**src/rtl/hpi_responder.sv**
```systemverilog
// -----------------------------------------------------------------------------
// hpi_responder
//   Host-port-interface slave. It exposes four host registers:
//     DATA    - RAM window at addr_reg, auto-increments by 2 per access
//     MAILBOX - host write -> local rx word, host read <- local tx word
//     ADDRESS - 16-bit byte address register
//     STATUS  - {ERR, 13'b0, tx_full, rx_full}
//   It also holds a 2^AW x 16-bit RAM.
//
// Ports
//   clk_clk        single clock, rising edge
//   reset_reset_n  async active-low reset
//   hpi_rst_n      host soft reset, active-low, synchronous
//   hpi_cs_n/r_n/w_n, hpi_addr, hpi_data_in   host access inputs
//   hpi_data_out   registered read data, held until the next read
//   hpi_int        registered interrupt = tx_full | ERR
//   mbx_rx_data/valid/ack   host->local mailbox
//   mbx_tx_data/post        local->host mailbox
//
// Build option
//   HPI_RESP_ERR_EN - when defined, a chip-select with both strobes low sets
//                     a sticky ERR flag. Otherwise ERR is constant 0.
// -----------------------------------------------------------------------------
module hpi_responder #(
   parameter int AW = 8
) (
   input  logic        clk_clk,
   input  logic        reset_reset_n,
   input  logic        hpi_rst_n,
   input  logic        hpi_cs_n,
   input  logic        hpi_r_n,
   input  logic        hpi_w_n,
   input  logic [1:0]  hpi_addr,
   input  logic [15:0] hpi_data_in,
   output logic [15:0] hpi_data_out,
   output logic        hpi_int,
   output logic [15:0] mbx_rx_data,
   output logic        mbx_rx_valid,
   input  logic        mbx_rx_ack,
   input  logic [15:0] mbx_tx_data,
   input  logic        mbx_tx_post
);

   localparam logic [1:0] A_DATA = 2'd0;
   localparam logic [1:0] A_MBX  = 2'd1;
   localparam logic [1:0] A_ADDR = 2'd2;
   localparam logic [1:0] A_STAT = 2'd3;

   logic [15:0]   r_mem [0:(1<<AW)-1];
   logic [15:0]   r_addr;
   logic [15:0]   r_tx_data;
   logic          r_tx_full;
   logic          r_rx_full;
   logic          r_armed;     // previous cycle did not qualify as an access

   logic          w_rd_q, w_wr_q, w_qual, w_both_low;
   logic          w_rd_start, w_wr_start, w_mbx_rd;
   logic [AW-1:0] w_idx;
   logic          w_tx_full_nx;
   logic [15:0]   w_tx_data_nx;
   logic          w_err, w_err_nx;

   assign w_rd_q     = !hpi_cs_n && !hpi_r_n &&  hpi_w_n;
   assign w_wr_q     = !hpi_cs_n &&  hpi_r_n && !hpi_w_n;
   assign w_qual     = w_rd_q || w_wr_q;
   assign w_both_low = !hpi_cs_n && !hpi_r_n && !hpi_w_n;
   // r_armed resets to 0, so a strobe already low at reset release is ignored
   // until it goes away.
   assign w_rd_start = w_rd_q && r_armed && hpi_rst_n;
   assign w_wr_start = w_wr_q && r_armed && hpi_rst_n;
   assign w_mbx_rd   = w_rd_start && (hpi_addr == A_MBX);
   assign w_idx      = r_addr[AW:1];

   // A host read of MAILBOX frees the slot in the same cycle, so a coincident
   // post is accepted and leaves the new word pending.
   always_comb begin
      w_tx_full_nx = r_tx_full;
      w_tx_data_nx = r_tx_data;
      if (w_mbx_rd)
         w_tx_full_nx = 1'b0;
      if (mbx_tx_post && (!r_tx_full || w_mbx_rd)) begin
         w_tx_full_nx = 1'b1;
         w_tx_data_nx = mbx_tx_data;
      end
   end

`ifdef HPI_RESP_ERR_EN
   logic r_err;
   always_ff @(posedge clk_clk or negedge reset_reset_n) begin
      if (!reset_reset_n)  r_err <= 1'b0;
      else if (!hpi_rst_n) r_err <= 1'b0;
      else                 r_err <= w_err_nx;
   end
   assign w_err    = r_err;
   assign w_err_nx = r_err || w_both_low;
`else
   assign w_err    = 1'b0;
   assign w_err_nx = 1'b0;
`endif

   // RAM contents are not reset.
   always_ff @(posedge clk_clk) begin
      if (w_wr_start && (hpi_addr == A_DATA))
         r_mem[w_idx] <= hpi_data_in;
   end

   always_ff @(posedge clk_clk or negedge reset_reset_n) begin
      if (!reset_reset_n) begin
         r_addr       <= '0;
         hpi_data_out <= '0;
         mbx_rx_data  <= '0;
         r_tx_data    <= '0;
         r_rx_full    <= 1'b0;
         r_tx_full    <= 1'b0;
         hpi_int      <= 1'b0;
         r_armed      <= 1'b0;
      end else if (!hpi_rst_n) begin
         r_addr       <= '0;
         hpi_data_out <= '0;
         mbx_rx_data  <= '0;
         r_tx_data    <= '0;
         r_rx_full    <= 1'b0;
         r_tx_full    <= 1'b0;
         hpi_int      <= 1'b0;
         r_armed      <= 1'b0;
      end else begin
         r_armed   <= !w_qual;
         r_tx_full <= w_tx_full_nx;
         r_tx_data <= w_tx_data_nx;
         hpi_int   <= w_tx_full_nx || w_err_nx;

         // A host write wins over a coincident local ack.
         if (w_wr_start && (hpi_addr == A_MBX))
            r_rx_full <= 1'b1;
         else if (mbx_rx_ack)
            r_rx_full <= 1'b0;

         if (w_wr_start) begin
            case (hpi_addr)
               A_DATA: r_addr      <= r_addr + 16'd2;
               A_MBX:  mbx_rx_data <= hpi_data_in;
               A_ADDR: r_addr      <= hpi_data_in;
               A_STAT: ;
            endcase
         end

         if (w_rd_start) begin
            case (hpi_addr)
               A_DATA: begin
                  hpi_data_out <= r_mem[w_idx];
                  r_addr       <= r_addr + 16'd2;
               end
               A_MBX:  hpi_data_out <= r_tx_data;
               A_ADDR: hpi_data_out <= r_addr;
               A_STAT: hpi_data_out <= {w_err, 13'b0, r_tx_full, r_rx_full};
            endcase
         end
      end
   end

   assign mbx_rx_valid = r_rx_full;

endmodule

```
**config.mk**
```make
export PLATFORM = sky130hd
export DESIGN_NAME = hpi_responder
export DESIGN_NICKNAME = d
export VERILOG_FILES = /design/src/rtl/hpi_responder.sv
export SDC_FILE = /design/constraint.sdc
export NUM_CORES = 2
export LEC_CHECK = 0
export ABC_CLOCK_PERIOD_IN_PS = 4100
export CAP_MARGIN = 10
export CORE_UTILIZATION = 25
export CTS_CLUSTER_SIZE = 8
export DETAILED_ROUTE_END_ITERATION = 12
export PLACE_DENSITY_LB_ADDON = 0.1
export SLEW_MARGIN = 20
export SYNTH_ARGS = -nofsm -noshare
export SYNTH_HDL_FRONTEND = slang
export SYNTH_SLANG_ARGS = --single-unit
```
**constraint.sdc**
```tcl
create_clock -name clk_clk -period 4.1 [get_ports clk_clk]
set_input_delay 0.82 -clock clk_clk [delete_from_list [all_inputs] [get_ports clk_clk]]
set_output_delay 0.82 -clock clk_clk [all_outputs]
set_load 0.02 [all_outputs]
```
==> metrics.md <==
| Metric | Value |
|---|---|
| Outcome | `completed` |
| CTS tree | `built` |
| Sequential area share after synthesis | `77.21%` |
| RSZ-0062 raised after global routing | `no` |
| Design Area, Final | `199900 sq um` |
| Async SR Flop Fraction | `1.609%` |
| Synth Instances | `7442` |
| Worst Hold Class | `in -> reg` |
| WP data required | `5.01 ns` |
| CP endpoint kind | `flop` |
| Final HPWL DP | `398100 microns` |
| PD cells | `472.5 nW/um^2` |
| Die H | `805.7 microns` |
| Initial antenna violation count | `57` |
| Net switching share of the total power | `21.63%` |
| Clk sinks | `4163` |
| Final antenna-violating net count | `0` |
| CP peak stage delay | `0.66 ns` |
| Place WS | `-0.4300 ns` |
| Final WS setup | `0.06247 ns` |
| Syn Area/Cell | `21.70 sq um` |
| Clock power frac | `47.8%` |
| Final Hold Vio Count | `0` |
| Clock buffer depth | `4` |
| Number of flops mapped to enable cells by yosys | `4096` |
| Yosys cell types | `81` |
| Crit path time final | `4.038 ns` |
| Max cap viols | `0` |
| Sequential power share | `49.6%` |
| Clk Latency, worst-skew pair | `1.10 ns` |
| NumNets Final | `8655` |
| Core box area | `642300 sq um` |
| First-pass GRT wire length | `809600 microns` |
| CTS root buf | `clkbuf_16` |
| Startpoint Class | `flop` |
| Setup bufs post-CTS | `0` |
| IO Pins | `76` |
| Final core occ | `31.12%` |
| Syn nets | `7489` |
| Switching pwr | `20.43 mW` |
| Flops & latches, synth | `4163` |
| Ys Warns | `0` |
| Routed via count | `83360` |
| Post-synth top area cell | `edfxtp_1` |
| Ranking of synthesized cells by area | `edfxtp_1, mux4_2, mux2i_1` |
| Gate power share | `2.6%` |
| Final Slew Violations | `0` |
| Vias in the first global route | `86510` |
| Final Skew | `0.06224 ns` |
| H-tree depth | `6` |
| Largest net degree at the start of global routing | `104` |
| Int Pwr | `74.02 mW` |
| Max Clk Rate | `0.2477 GHz` |
| Placer congestion estimate | `0.8302` |
| DP Cell Count | `16590` |
| Fin cells | `17360` |
| VDD IR max | `0.4187 mV` |
| Placed inst area | `183200 sq um` |
| Top delay family on crit path | `multiplexers` |
| Worst-path clk slew | `0.05 ns` |
| All-Layer GR Usage | `18.27%` |
| Slew margin rel. | `19.49%` |
| Cts bufs inserted | `595` |
| Final setup viols | `0` |
| Total routed wirelength | `605800 microns` |
| CP max FO | `33` |
| Port Buffers | `75` |
| Leak | `60.88 nW` |
| Die Footprint | `649200 sq um` |
| Crit path cell chain | `buf_12, buf_12, buf_4, mux4_2, mux4_2, mux2i_1, o22ai_1, nor2_1, o221ai_1` |
| Ys flop type | `edfxtp_1` |
| Initial detailed-routing violation count | `8426` |
| # DRC | `0` |
| Top cell type's share of synthesized area | `76.17%` |
| Kind of critical path | `reg -> reg` |
| Synth Cell Area | `161500 sq um` |
| Via/cell ratio | `4.802` |
| Arr. time, crit path | `4.94 ns` |
| Congestion Overflow GR | `0` |
| Avg WL per Cell | `34.90 microns` |
| Die Width | `805.7 microns` |
| Crit share post-route | `98.48%` |
| Ratio of cells with drive above 1 in the final layout | `34.25%` |
| Slowest CP cell | `dfrtp_4` |
| Area growth, synth to finish | `23.79%` |
| Row Count | `294` |
| Worst-Margin Slew | `1.208 ns` |
| Crit path buffers/inverters | `3` |
| Drt first pass iters | `8` |
| Starting density of the core | `25.14%` |
## path summary, 6_finish.rpt
kind | startpoint | to | slack, ns | cells after the start
worst max-delay path | r_addr[2] | hpi_data_out[6] | 0.06 | 9
worst min-delay path | hpi_data_in[4] | r_mem[111][4] | 0.22 | 1
worst max register to register | r_addr[2] | hpi_data_out[6] | 0.06 | 9
worst min register to register | mbx_rx_data[6] | mbx_rx_data[6] | 0.52 | 2
max in group asynchronous | reset_reset_n | r_armed | 2.58 | 3
min in group asynchronous | reset_reset_n | mbx_rx_data[8] | 0.34 | 2
## cell usage after synthesis (18+ instances only)
library cell,n
clkbuf_1,185
nor3_1,41
a21oi_1,139
mux2i_1,312
buf_1,29
mux4_2,991
nand3_1,72
dfrtp_1,67
nand4_1,18
o21ai_0,66
a221oi_1,50
a31oi_1,28
o22ai_1,43
edfxtp_1,4096
o211ai_1,19
o221ai_1,22
buf_2,107
a211oi_1,28
a22oi_1,114
buf_4,49
mux2_2,50
nand2_1,228
nor2_1,350
nor2b_1,23
buf_6,70
## stage by stage
stage	power [mW]	hold slack (ns)	setup TNS (ns)
after global routing	97.31	0.1443	0
after floorplan	48.31	0.4758	0
after detailed placement	50.20	0.5148	-26.96
after global placement	50.15	0.5099	-25.57
after CTS	95.78	0.1011	0
final	94.45	0.2169	0
## power groups by stage
stage | registers, mW | logic [mW] | clock network, mW
after CTS | 46.9 | 2.53 | 46.4
after global routing | 46.8 | 2.59 | 47.9
after floorplan | 47.7 | 0.652 | 0
after detailed placement | 47.7 | 2.53 | 0
after global placement | 47.7 | 2.48 | 0
final | 46.9 | 2.47 | 45.1
## worst register-to-register path, delay by kind of cell (launching register included)
| kind | cells | cell delay (ns) |
|---|---|---|
| flops | 1 | 0.66 |
| compound gates | 2 | 0.35 |
| mux | 3 | 1.30 |
| buf+inv | 3 | 1.14 |
| simple gates | 1 | 0.45 |
## logic make-up after synthesis
family                     Yosys count  synth area share, %
AOI/OAI and AO/OA                  629                2.716
xor gates and xnor gates             8              0.04339
adders and majority gates            5              0.03874
buffers and inverters              468                1.683
DFF                               4163                77.21
muxes                             1353                16.10
and+or+nand+nor                    816                2.211
## routing by layer
layer	up-vias	track usage [%]	routed length [microns]	share of wire [%]
li1	33630	-	-	-
met1	46450	26.63	281600	46
met2	2564	28.75	277800	46
met3	718	2.638	30220	5.0
met4	0	4.494	16170	2.7
met5	-	0	0	0
## placed cells by master, fill, tap and decap left out, drive strengths merged, types with 18 or more instances in the layout
cell / count
o21ai: 67
a22oi: 114
a31oi: 28
a221oi: 50
diode: 19
mux2: 50
clkdlybuf4s50: 58
o22ai: 43
nand2: 228
mux4: 991
nor2b: 23
nand4: 18
nor3: 41
edfxtp: 4096
a211oi: 28
a21oi: 139
buf: 960
dfrtp: 67
clkinv: 36
o211ai: 19
inv: 37
o221ai: 22
nor2: 350
nand3: 72
mux2i: 312
clkbuf: 689
## layout make-up
class	count	area, sq um
Fill cell	61720	442400
Sequential cell	4163	124700
Multi-Input combinational cell	2811	35130
Clock buffer	689	15480
Timing Repair Buffer	1019	12670
Tap cell	8584	10740
Clock inverter	57	1056
Inverter	18	77.57
Antenna cell	19	47.55
## state kept, by name (all words and copies together) (netlist names)
name          count
mbx_rx_valid      1
r_tx_data        16
r_armed           1
r_tx_full         1
hpi_data_out     16
r_addr           16
r_mem          4096
mbx_rx_data      16
## repair_timing
| item | in CTS | in global routing |
|---|---|---|
| gates resized for setup | 11 | 1 |
| hold buffers | 1 | 0 |
| setup endpoints to repair | 8 | 1 |
| hold endpoints to repair | 42 | 0 |
(Power assumes the default switching activity.)
